<file path="config.mk">
export PLATFORM = sky130hd
export DESIGN_NAME = pipe_hazard_ctrl
export DESIGN_NICKNAME = d
export VERILOG_FILES = /design/src/rtl/pipe_hazard_ctrl.sv
export SDC_FILE = /design/constraint.sdc
export NUM_CORES = 1
export LEC_CHECK = 0
export BUFFER_PORTS_ARGS = -buffer_cell sky130_fd_sc_hd__buf_2
export CAP_MARGIN = 30
export CORE_ASPECT_RATIO = 1.2
export CORE_MARGIN = 2
export CORE_UTILIZATION = 43
export CTS_CLUSTER_SIZE = 8
export DETAILED_ROUTE_END_ITERATION = 6
export GPL_TIMING_DRIVEN = 0
export HOLD_SLACK_MARGIN = 0.05
export PLACE_DENSITY = 0.71
export SETUP_SLACK_MARGIN = 0.15
export SLEW_MARGIN = 25
export SYNTH_ARGS = -nofsm -noshare
export SYNTH_HDL_FRONTEND = slang
export SYNTH_SLANG_ARGS = --single-unit
</file>
<file path="constraint.sdc">
create_clock -name clk -period 2.36 [get_ports clk]
set_clock_uncertainty 0.1 [all_clocks]
set_input_delay 0.472 -clock clk [delete_from_list [all_inputs] [get_ports clk]]
set_output_delay 0.472 -clock clk [all_outputs]
set_load 0.05 [all_outputs]
</file>
<file path="src/rtl/pipe_hazard_ctrl.sv">
// pipe_hazard_ctrl: stall/flush/halt sequencer for a 5-stage RV32I pipeline.
// Controls PC and pipeline-register enables for load-use stalls, EX redirects,
// data-memory wait states (with timeout) and halt drain.
// Optional feature: define PIPE_PERF_CNT_EN to add saturating perf counters.
module pipe_hazard_ctrl #(
    parameter int unsigned DRAIN_CYCLES = 2,
    parameter int unsigned MEM_TIMEOUT  = 16,
    parameter int unsigned CNT_W        = 32
) (
    input  logic       clk,
    input  logic       reset,
    input  logic [4:0] ifid_rs1,
    input  logic [4:0] ifid_rs2,
    input  logic       ifid_uses_rs2,
    input  logic       idex_memread,
    input  logic [4:0] idex_rd,
    input  logic       ex_redirect,
    input  logic       ex_halt,
    input  logic       dmem_req,
    input  logic       dmem_ready,
    output logic       pc_en,
    output logic       ifid_en,
    output logic       ifid_flush,
    output logic       idex_en,
    output logic       idex_bubble,
    output logic       exmem_en,
    output logic       memwb_en,
    output logic       halted,
    output logic       mem_err,
    output logic [1:0] state
`ifdef PIPE_PERF_CNT_EN
    ,
    output logic [CNT_W-1:0] stall_cnt,
    output logic [CNT_W-1:0] flush_cnt,
    output logic [CNT_W-1:0] memwait_cnt
`endif
);

    localparam int unsigned WAIT_W  = $clog2(MEM_TIMEOUT + 1);
    localparam int unsigned DRAIN_W = $clog2(DRAIN_CYCLES + 1);
    localparam logic [WAIT_W-1:0]  WAIT_LAST  = WAIT_W'(MEM_TIMEOUT - 1);
    localparam logic [DRAIN_W-1:0] DRAIN_INIT = DRAIN_W'(DRAIN_CYCLES);

    typedef enum logic [1:0] {
        S_RUN      = 2'd0,
        S_MEM_WAIT = 2'd1,
        S_DRAIN    = 2'd2,
        S_HALTED   = 2'd3
    } state_t;

    state_t              state_q, state_d;
    logic [WAIT_W-1:0]   wait_q, wait_d;
    logic [DRAIN_W-1:0]  drain_q, drain_d;
    logic                err_q, err_d;
    logic                load_use;
    logic                freeze;
    logic                stall_ev;
    logic                flush_ev;

    assign load_use = idex_memread && (idex_rd != 5'd0) &&
                      ((idex_rd == ifid_rs1) || (ifid_uses_rs2 && (idex_rd == ifid_rs2)));

    assign halted  = (state_q == S_HALTED);
    assign mem_err = err_q;
    assign state   = state_q;

    // State and counter registers
    always_ff @(posedge clk) begin
        if (reset) begin
            state_q <= S_RUN;
            wait_q  <= '0;
            drain_q <= '0;
            err_q   <= 1'b0;
        end else begin
            state_q <= state_d;
            wait_q  <= wait_d;
            drain_q <= drain_d;
            err_q   <= err_d;
        end
    end

    // Next-state and same-cycle control decode
    always_comb begin
        state_d     = state_q;
        wait_d      = wait_q;
        drain_d     = drain_q;
        err_d       = err_q;
        pc_en       = 1'b1;
        ifid_en     = 1'b1;
        ifid_flush  = 1'b0;
        idex_en     = 1'b1;
        idex_bubble = 1'b0;
        exmem_en    = 1'b1;
        memwb_en    = 1'b1;
        freeze      = 1'b0;
        stall_ev    = 1'b0;
        flush_ev    = 1'b0;

        unique case (state_q)
            S_RUN, S_MEM_WAIT: begin
                // A released MEM_WAIT cycle decodes exactly like RUN
                if ((state_q == S_RUN) ? (dmem_req && !dmem_ready) : !dmem_ready) begin
                    freeze = 1'b1;
                    if (state_q == S_RUN) begin
                        state_d = S_MEM_WAIT;
                        wait_d  = WAIT_W'(1);
                    end else if (wait_q == WAIT_LAST) begin
                        state_d = S_HALTED;
                        err_d   = 1'b1;
                    end else begin
                        wait_d = wait_q + WAIT_W'(1);
                    end
                end else begin
                    state_d = S_RUN;
                    wait_d  = '0;
                    if (ex_halt) begin
                        pc_en       = 1'b0;
                        ifid_flush  = 1'b1;
                        idex_bubble = 1'b1;
                        state_d     = S_DRAIN;
                        drain_d     = DRAIN_INIT;
                    end else if (ex_redirect) begin
                        ifid_flush  = 1'b1;
                        idex_bubble = 1'b1;
                        flush_ev    = 1'b1;
                    end else if (load_use) begin
                        pc_en       = 1'b0;
                        ifid_en     = 1'b0;
                        idex_bubble = 1'b1;
                        stall_ev    = 1'b1;
                    end
                end
            end
            S_DRAIN: begin
                if (dmem_req && !dmem_ready) begin
                    freeze = 1'b1;
                    if (wait_q == WAIT_LAST) begin
                        state_d = S_HALTED;
                        err_d   = 1'b1;
                    end else begin
                        wait_d = wait_q + WAIT_W'(1);
                    end
                end else begin
                    pc_en       = 1'b0;
                    ifid_en     = 1'b0;
                    idex_bubble = 1'b1;
                    wait_d      = '0;
                    if (drain_q == DRAIN_W'(1)) begin
                        state_d = S_HALTED;
                    end else begin
                        drain_d = drain_q - DRAIN_W'(1);
                    end
                end
            end
            S_HALTED: begin
                pc_en    = 1'b0;
                ifid_en  = 1'b0;
                idex_en  = 1'b0;
                exmem_en = 1'b0;
                memwb_en = 1'b0;
            end
            default: state_d = S_RUN;
        endcase

        if (freeze) begin
            pc_en       = 1'b0;
            ifid_en     = 1'b0;
            ifid_flush  = 1'b0;
            idex_en     = 1'b0;
            idex_bubble = 1'b0;
            exmem_en    = 1'b0;
            memwb_en    = 1'b0;
        end

        if (reset) begin
            pc_en       = 1'b0;
            ifid_en     = 1'b0;
            ifid_flush  = 1'b1;
            idex_en     = 1'b0;
            idex_bubble = 1'b1;
            exmem_en    = 1'b0;
            memwb_en    = 1'b0;
            freeze      = 1'b0;
            stall_ev    = 1'b0;
            flush_ev    = 1'b0;
        end
    end

`ifdef PIPE_PERF_CNT_EN
    logic [CNT_W-1:0] stall_cnt_q, flush_cnt_q, memwait_cnt_q;

    assign stall_cnt   = stall_cnt_q;
    assign flush_cnt   = flush_cnt_q;
    assign memwait_cnt = memwait_cnt_q;

    // Saturating event counters
    always_ff @(posedge clk) begin
        if (reset) begin
            stall_cnt_q   <= '0;
            flush_cnt_q   <= '0;
            memwait_cnt_q <= '0;
        end else begin
            if (stall_ev && (stall_cnt_q != '1))
                stall_cnt_q <= stall_cnt_q + CNT_W'(1);
            if (flush_ev && (flush_cnt_q != '1))
                flush_cnt_q <= flush_cnt_q + CNT_W'(1);
            if (freeze && (memwait_cnt_q != '1))
                memwait_cnt_q <= memwait_cnt_q + CNT_W'(1);
        end
    end
`endif

endmodule

</file>
==> flow_summary.yaml, run 1 <==
outcome:
  status: "complete, but fails checks"
  violations: "setup timing"
synth:
  synth_seq_cells: 10
  synth_top_area_cell: "dfxtp_1"
  synthTopCellsByArea: "dfxtp_1, ha_1, xor2_1"
  syn_nets: 157
  synth_edf_count: 0
  yosysUniqueCellTypes: 48
  synth_top_flop_cell: "dfxtp_1"
  synthTopCellsByCount: "a21oi_1, nor2_1, dfxtp_1"
  netlist_instances: 127
  syn_area_sq_um: 985
  synth.yosys.seq_area_share_pct: 20.3
  syn_avg_cell_area_sq_um: 7.75
  synth_top_area_share_pct: 20.3
  async_reset_ff_share_pct: 0
  yosys_warnings: 0
clock_tree:
  postCtsHoldBufs: 0
  h-tree-depth: 1
  cts.path.max_buffers: 2
  worstSkewPairLatency_ns: 0.27
  cts.sinks: 10
  cts_tree: "built"
  clk_pin_slew_ns: 0.07
  numCtsBuffers: 3
  root_buffer: "clkbuf_4"
final_layout:
  fillers: 179
  stdcell_count: 210
  drive_gt1_share_pct: 50.3
  fin_nets: 210
  n_antenna_cell: 0
  final_area_sq_um: 1600
  syn2layout_area_growth_pct: 62.6
  register_area_sq_um: 208
  multi_input_area_sq_um: 841
worst_hold_path:
  hp-class: "reg -> reg"
sta:
  slew_viol_final: 0
  rsz0062_at_grt: "yes"
  hold_violations: 0
  finalSetupTns_ns: -1.07
  setup_violations: 7
  fin_crit_sh_pct: 110
  setup_slack_ns: -0.240
  max-slew-margin-rel_pct: 70.4
  worst_pin_slew_ns: 0.443
  finalCriticalPeriod_ns: 2.60
  max_freq_ghz: 0.385
worst_setup_path:
  cpLargestDelayFamily: "simple AND/OR/NAND/NOR gates"
  path_cells: "inv_4 -> ha_4 -> buf_6 -> or2_4 -> o221ai_4 -> nor4_2 -> or3_4 -> buf_8"
  crit_buf_inv: 3
  worstPathArrival_ns: 2.03
  crit_required_ns: 1.79
  start_kind: "register"
  worstSetupPathType: "reg -> out"
  slowest_delay_ns: 0.40
  slowest_stage: "dfxtp_4"
  crit_path_end_kind: "output port"
  cp_max_fo: 5
routing:
  wirelength_mm: 2.86
  wl_per_cell_microns: 13.6
  drtAntennaViolNets: 0
  route.detailed.drc: 0
  dr.pass1.iters: 4
  vias_per_cell: 5.56
  drt-initial-drc-count: 20
  vias: 1167
global_routing:
  first_global_vias: 1115
  grt_max_degree: 11
  grt_pass1_wl_mm: 4.49
  grt_use_total_pct: 22.3
  globalRouteOverflowTotal: 0
  antenna_found_initial: 0
pwr:
  power.total_uw: 1550
  worst_ir_drop_vdd_v: 0.000588
  power_density_nw_per_um2: 971
  leakagePower_uw: 0.000688
floorplan:
  start_util_pct: 44.1
  io_pins: 34
  die_area_sq_um: 2690
  core_area_sq_um: 2230
  rows: 19
  die_w_microns: 47.7
  die_y_microns: 56.4
place:
  post_dp_cell_area_sq_um: 1290
  pre_cts_ws_ns: -0.170
  port_buffers: 32
  dp_cells: 190
  gp_congestion: 0.884
  dpl.hpwl_mm: 1.88
job:
  drv_cap: 0
cell type report:
class / instances / area share, %
Buffer: 8 / 4.69
Clock buffer: 4 / 2.27
Inverter: 6 / 1.72
Multi-Input combinational cell: 103 / 52.5
Sequential cell: 10 / 13.0
Tap cell: 31 / 2.42
Timing Repair Buffer: 48 / 23.4
report_power, final:
group          internal, uW  switching (uW)  total [uW]  leakage [uW]
Clock                  93.8            65.5         159     0.0000210
Sequential              199            30.8         229     0.0000828
Combinational           565             601        1170      0.000585
Total                   857             697        1550      0.000688
path summary, 6_finish.rpt:
check,endpoint,depth (start not counted),slack (ns),startpoint
max,idex_bubble,8,-0.24,state[1]
min,mem_err,2,0.38,mem_err
max reg2reg,drain_q[1],10,0.27,state[1]
min reg2reg,mem_err,2,0.38,mem_err
worst reg2reg max path, delay by kind of cell (launching register included):
family | cells | cell delay [ns]
compound gates | 3 | 0.68
fa+ha+maj | 1 | 0.15
buf+inv | 4 | 0.48
flops | 1 | 0.40
simple gates | 2 | 0.20
layer usage:
metal  part of all wire, %  wire (microns)  global-route usage (%)
met1                    40            1140                    26.3
met3                   3.9             112                    3.22
met2                    53            1510                    37.3
met4                   3.3              95                    10.0
met5                     0               0                       0
kinds of logic (layout without fill, tap and decap cells):
kind of cell / after synthesis / count (layout) / synth area share (%)
DFF: 10 / 10 / 20.3
and+or+nand+nor: 52 / 52 / 28.5
xor gates and xnor gates: 10 / 10 / 8.90
adders and majority gates: 7 / 7 / 8.89
buffers and inverters: 14 / 66 / 7.75
muxes: 1 / 1 / 1.02
AOI/OAI and AO/OA: 33 / 33 / 24.7
registers in the layout, summed over array words and instances, names as in the netlist:
signal	cells
wait_q	5
mem_err	1
drain_q	2
state	2
per-stage QoR:
stage | hold WS (ns) | util [%]
2_1_floorplan | 0.349 | -
3_3_place_gp | 0.365 | 57.8
3_5_place_dp | 0.366 | 57.8
4_1_cts | 0.384 | 69.3
5_1_grt | 0.412 | 71.7
6_report | 0.382 | 71.7
repair_timing:
action / 4_1_cts / 5_1_grt
gates resized for setup: 25 / 9
pin swaps: 10 / 6
buffers inserted: 14 / 2
setup endpoints to repair: 7 / 7
gates cloned: 0 / 0
cell usage in the layout, fill, tap and decap left out, types with 4 or more instances in the layout:
master    n
buf_4    11
buf_6    12
inv_1     4
nor3_1    5
buf_8     4
nor2_1   11
buf_2    25
dfxtp_1   8
a21oi_1  12
nand2_1   8
xor2_1    9
Note: power is estimated with default switching activity, not from simulation.
==> inputs of run 2 (changes only) <==
ABC_AREA = 1   (was default)
==> run 2 against run 1 <==
The run still ends with setup timing left. Critical endpoint unchanged. Critical path type unchanged. Sequential power up 14%. Global-route usage down 0.55 points. Via count up 10%. Routed wire length up 0.21%. Largest power group unchanged.
==> flow_summary.yaml, run 2 <==
clock_tree:
  numCtsBuffers: 3
  cts.sinks: 10
  worstSkewPairLatency_ns: 0.27
  root_buffer: "clkbuf_4"
  cts_tree: "built"
  h-tree-depth: 1
  clk_pin_slew_ns: 0.06
  cts.path.max_buffers: 2
  postCtsHoldBufs: 0
sta:
  finalCriticalPeriod_ns: 2.40
  max_freq_ghz: 0.417
  holdWs_ns: 0.304
  max-slew-margin-rel_pct: 78.5
  hold_violations: 0
  slew_viol_final: 0
  worst_pin_slew_ns: 0.319
  fin_crit_sh_pct: 102
  setup_violations: 4
  setup_slack_ns: -0.0373
  rsz0062_at_grt: "yes"
place:
  pre_cts_ws_ns: 0.0561
  port_buffers: 33
  dp_cells: 245
  dpl.hpwl_mm: 2.04
  gp_congestion: 0.782
synth:
  yosys_warnings: 0
  syn_nets: 211
  synth_top_flop_cell: "dfxtp_1"
  synth_edf_count: 0
  yosysUniqueCellTypes: 26
  synth_seq_cells: 10
  async_reset_ff_share_pct: 0
  synthTopCellsByCount: "nand2_1, inv_1, nor2_1"
  synth_most_common_cell: "nand2_1"
  synth.yosys.seq_area_share_pct: 19.2
  synthTopCellsByArea: "nand2_1, dfxtp_1, inv_1"
  syn_avg_cell_area_sq_um: 5.77
  syn_area_sq_um: 1040
  synth_top_area_share_pct: 20.1
  synth_top_area_cell: "nand2_1"
  netlist_instances: 181
final_layout:
  stdcell_count: 266
  largest_register: "wait_q"
  utilization_pct: 69.3
  n_antenna_cell: 0
  syn2layout_area_growth_pct: 53.2
  fin_nets: 266
  drive_gt1_share_pct: 37.0
  layout_commonest_cell: "nand2_1"
  final_cell_mix: "nand2_1, inv_1, buf_2"
  largest_reg_flops: 5
  fillers: 210
routing:
  drt-initial-drc-count: 22
  drtAntennaViolNets: 0
  wirelength_mm: 2.86
  dr.pass1.iters: 4
  route.detailed.drc: 0
  vias: 1288
  vias_per_cell: 4.84
  wl_per_cell_microns: 10.8
worst_setup_path:
  slowest_stage: "dfxtp_4"
  crit_end: "idex_bubble"
  worstSetupStartpoint: "state[0]"
  start_kind: "register"
  worstSetupPathType: "reg -> out"
  slowest_delay_ns: 0.37
  crit_required_ns: 1.79
  worstPathArrival_ns: 1.83
  path_cells: "inv_4 -> ha_4 -> buf_4 -> nor2_4 -> o21ai_4 -> buf_4 -> nor2_2 -> nand2_1 -> nand2_1 -> buf_6"
  cp_max_fo: 4
  r2r_slack_ns: 0.61
  r2r_cells: 12
  crit_path_end_kind: "output port"
  timing.rr.end: "mem_err"
  r2r-start: "state[0]"
floorplan:
  core_area_sq_um: 2310
  die_area_sq_um: 2840
  io_pins: 34
  start_util_pct: 45.3
  rows: 19
  die_y_microns: 58.0
  die_w_microns: 49.0
global_routing:
  grt_use_total_pct: 21.7
  grt_pass1_wl_mm: 4.85
  globalRouteOverflowTotal: 0
  first_global_vias: 1299
  grt_max_degree: 11
  antenna_found_initial: 0
job:
  drv_cap: 0
pwr:
  power.total_uw: 2000
  leakagePower_uw: 0.000907
  power_density_nw_per_um2: 1250
  worst_ir_drop_vdd_v: 0.000950
worst_hold_path:
  hp-class: "in -> reg"
outcome:
  status: "complete, but fails checks"
  violations: "setup timing"
==> run 2: cell count changes in the layout (fill, tap and decap cells not counted), moves of 3 or more <==
cell / previous run / this run
nor2_4: 1 / 4
nor3_1: 5 / 2
a21oi_1: 12 / 6
buf_6: 12 / 6
inv_1: 4 / 28
o21ai_0: 2 / 7
nand2_1: 8 / 54
buf_4: 11 / 16
nand3_1: 3 / 6
nor2_1: 11 / 21
xor2_1: 9 / 0
==> run 2: worst min path at each step <==
stage                           end  slack [ns]       from  depth (start not counted)
final                     wait_q[2]        0.30      reset                          2
after CTS                 wait_q[2]        0.30      reset                          2
after detailed placement  wait_q[4]        0.35  wait_q[4]                          2
after global routing      wait_q[2]        0.31      reset                          2
after global placement    wait_q[4]        0.35  wait_q[4]                          2
after floorplan           wait_q[4]        0.34  wait_q[4]                          2
==> run 2: final cells by class <==
| class | instances | area, sq um | share of cell area, % |
|---|---|---|---|
| clock buffers | 4 | 36.3 | 2.27 |
| multi-input cells | 133 | 788 | 49.3 |
| flip-flops and latches | 10 | 208 | 13.0 |
| plain buffers | 3 | 20.0 | 1.25 |
| repair buffers | 50 | 363 | 22.7 |
| inverters | 35 | 145 | 9.08 |
| well taps | 31 | 38.8 | 2.43 |
==> run 2: per-layer routing <==
layer / vias to the layer above / GRT usage (%) / share of wire [%] / wire [microns]
met4: 0 / 13.9 / 3.1 / 89
met3: 11 / 3.09 / 4.5 / 129
met5: - / 0 / 0 / 0
met2: 44 / 42.5 / 54 / 1530
met1: 560 / 21.2 / 39 / 1110
li1: 673 / - / - / -
==> run 2: per-stage QoR <==
step           setup TNS (ns)  cell area [sq um]
4_1_cts               -0.0363               1560
2_1_floorplan               0               1080
3_3_place_gp                0               1280
5_1_grt                -0.527               1600
3_5_place_dp                0               1280
6_report               -0.112               1600
==> run 2: cell families (layout without fill, tap and decap cells) <==
kind of cell             Yosys count  in the layout  share of synthesized area [%]
AO/OA/AOI/OAI                     24             24                           14.5
adder cells (fa/ha/maj)            7              7                           8.39
buffers and inverters             38             92                           14.5
AND/OR/NAND/NOR                  100            100                           41.7
XOR/XNOR                           2              2                           1.68
flip-flops                        10             10                           19.2
==> run 2: what timing repair did <==
| item | in CTS | in global routing |
|---|---|---|
| setup endpoints to repair | 7 | 7 |
| pin swaps | 10 | 9 |
| setup buffers | 13 | 4 |
| gates resized for setup | 38 | 4 |
| hold endpoints to repair | 0 | 0 |
==> run 2: power by group <==
group / switching, uW / total [uW] / internal, uW / leakage [uW]
clock: 59.0 / 153 / 93.8 / 0.0000210
combinational: 876 / 1580 / 705 / 0.000803
sequential: 43.1 / 262 / 219 / 0.0000830
==> run 2: worst max-delay path: cells and delay by family (launching register included) <==
| family | cells | cell delay [ns] |
|---|---|---|
| buffers and inverters | 4 | 0.51 |
| AOI/OAI and AO/OA | 1 | 0.08 |
| adders and majority gates | 1 | 0.16 |
| and+or+nand+nor | 4 | 0.43 |
| DFF | 1 | 0.37 |
==> inputs of run 3 (changes only) <==
REMOVE_ABC_BUFFERS = 1   (was default)
==> run 3 against run 2 <==
Setup slack lost 0.013 ns. First-iteration DRC count grew 73%. Worst hold slack gained 0.00072 ns. Critical path type unchanged. The run still ends with setup timing left. Sequential share of layout area grew 0.80 points. Via count grew 2.7%. Routed wire length grew 14%. Critical endpoint is now exmem_en. Combinational power shrank 6%.
==> flow_summary.yaml, run 3 (same netlist as run 2, synthesis figures left out) <==
clock_tree:
  h-tree-depth: 1
  cts.path.max_buffers: 2
  root_buffer: "clkbuf_4"
  cts.sinks: 10
  worstSkewPairLatency_ns: 0.29
  numCtsBuffers: 3
  clk_pin_slew_ns: 0.07
  cts_tree: "built"
sta:
  worst_pin_slew_ns: 0.312
  finalSetupTns_ns: -0.176
  fin_crit_sh_pct: 102
  max-slew-margin-rel_pct: 79.1
  slew_viol_final: 0
  rsz0062_at_grt: "yes"
  finalCriticalPeriod_ns: 2.41
  setup_slack_ns: -0.0503
  setup_violations: 5
  hold_violations: 0
  max_freq_ghz: 0.415
  holdWs_ns: 0.305
job:
  drv_cap: 0
worst_setup_path:
  crit_required_ns: 1.79
  start_kind: "register"
  path_cells: "inv_4 -> ha_4 -> inv_4 -> o21ai_4 -> buf_6 -> o21ai_4 -> nand2_2 -> nand2_1 -> nor2_4 -> buf_6"
  cpLargestDelayFamily: "buffers and inverters"
  cp_max_fo: 5
  worstSetupPathType: "reg -> out"
  crit_path_end_kind: "output port"
  slowest_delay_ns: 0.37
  crit_buf_inv: 4
  worstPathArrival_ns: 1.84
  slowest_stage: "dfxtp_4"
floorplan:
  io_pins: 34
  rows: 19
  die_w_microns: 49.0
  die_area_sq_um: 2840
  die_y_microns: 58.0
  core_area_sq_um: 2310
  start_util_pct: 45.3
place:
  port_buffers: 33
  gp_congestion: 0.818
  dpl.hpwl_mm: 2.02
routing:
  route.met3.wl_microns: 219
  dr.pass1.iters: 4
  wl_met2_mm: 1.70
  drt-initial-drc-count: 38
  wirelength_mm: 3.25
  wl_per_cell_microns: 12.6
  drtAntennaViolNets: 0
  vias_per_cell: 5.11
  vias: 1323
  wl_met1_mm: 1.21
  route.detailed.drc: 0
  top_layer: "met4"
pwr:
  power.total_uw: 1920
  worst_ir_drop_vdd_v: 0.000961
  leakagePower_uw: 0.000880
  power_density_nw_per_um2: 1270
final_layout:
  fillers: 189
  syn2layout_area_growth_pct: 44.4
  final_cell_mix: "nand2_1, inv_1, buf_2"
  n_antenna_cell: 0
  fin_nets: 259
  largest_register: "wait_q"
  drive_gt1_share_pct: 33.3
  layout_commonest_cell: "nand2_1"
  largest_reg_flops: 5
global_routing:
  first_global_vias: 1307
  grt_use_total_pct: 24.3
  globalRouteOverflowTotal: 0
  grt_pass1_wl_mm: 5.37
  antenna_found_initial: 0
  grt_max_degree: 11
worst_hold_path:
  hp-class: "in -> reg"
outcome:
  violations: "setup timing"
  status: "complete, but fails checks"
## run 3: cell count changes in the layout (fill, tap and decap cells not counted), moves of 2 or more
| cell | previous run | this run |
|---|---|---|
| buf_4 | 16 | 11 |
| ha_4 | 3 | 1 |
| inv_2 | 1 | 3 |
| nand2_2 | 3 | 1 |
| nor2_1 | 21 | 23 |
## run 3: per-layer routing
layer	up-vias	GRT usage [%]
met2	82	44.8
met3	17	3.61
met4	0	17.6
li1	653	-
met5	-	0
met1	571	25.2
## run 3: per-stage QoR
| stage | worst slack, ns | util, % | instance area, sq um | instances |
|---|---|---|---|---|
| 3_5_place_dp | -0.0375 | 53.2 | 1230 | 242 |
| 5_1_grt | -0.142 | 65.3 | 1510 | 259 |
| 6_report | -0.0503 | 65.3 | 1510 | 259 |
| 2_1_floorplan | -1.66 | - | 1020 | 178 |
| 3_3_place_gp | 0.0178 | 53.2 | 1230 | 242 |
| 4_1_cts | -0.0173 | 63.4 | 1460 | 258 |
## run 3: area by class of cell
cell class / count / area [sq um] / area share, %
Clock buffer: 4 / 36.3 / 2.41
Inverter: 35 / 139 / 9.22
Tap cell: 31 / 38.8 / 2.57
Multi-Input combinational cell: 133 / 759 / 50.4
Sequential cell: 10 / 208 / 13.8
Timing Repair Buffer: 46 / 325 / 21.6
## run 3: worst paths after layout
path | startpoint | end | slack (ns) | depth (start not counted)
max reg2reg | state[1] | mem_err | 0.05 | 17
min | reset | wait_q[2] | 0.30 | 2
min reg2reg | wait_q[4] | wait_q[4] | 0.37 | 2
max | state[1] | exmem_en | -0.05 | 10
## run 3: power by group
group          switching, uW  leakage [uW]  total [uW]  internal [uW]
registers               53.9     0.0000830         273            219
clock network           71.6     0.0000210         166           94.1
logic                    848      0.000776        1480            629
## run 3: what timing repair did
| action | 4_1_cts | 5_1_grt |
|---|---|---|
| hold buffers | 0 | 0 |
| endpoints found under the setup margin | 7 | 8 |
| pin swaps | 7 | 9 |
| resized for setup | 35 | 12 |
| setup buffers | 12 | 1 |
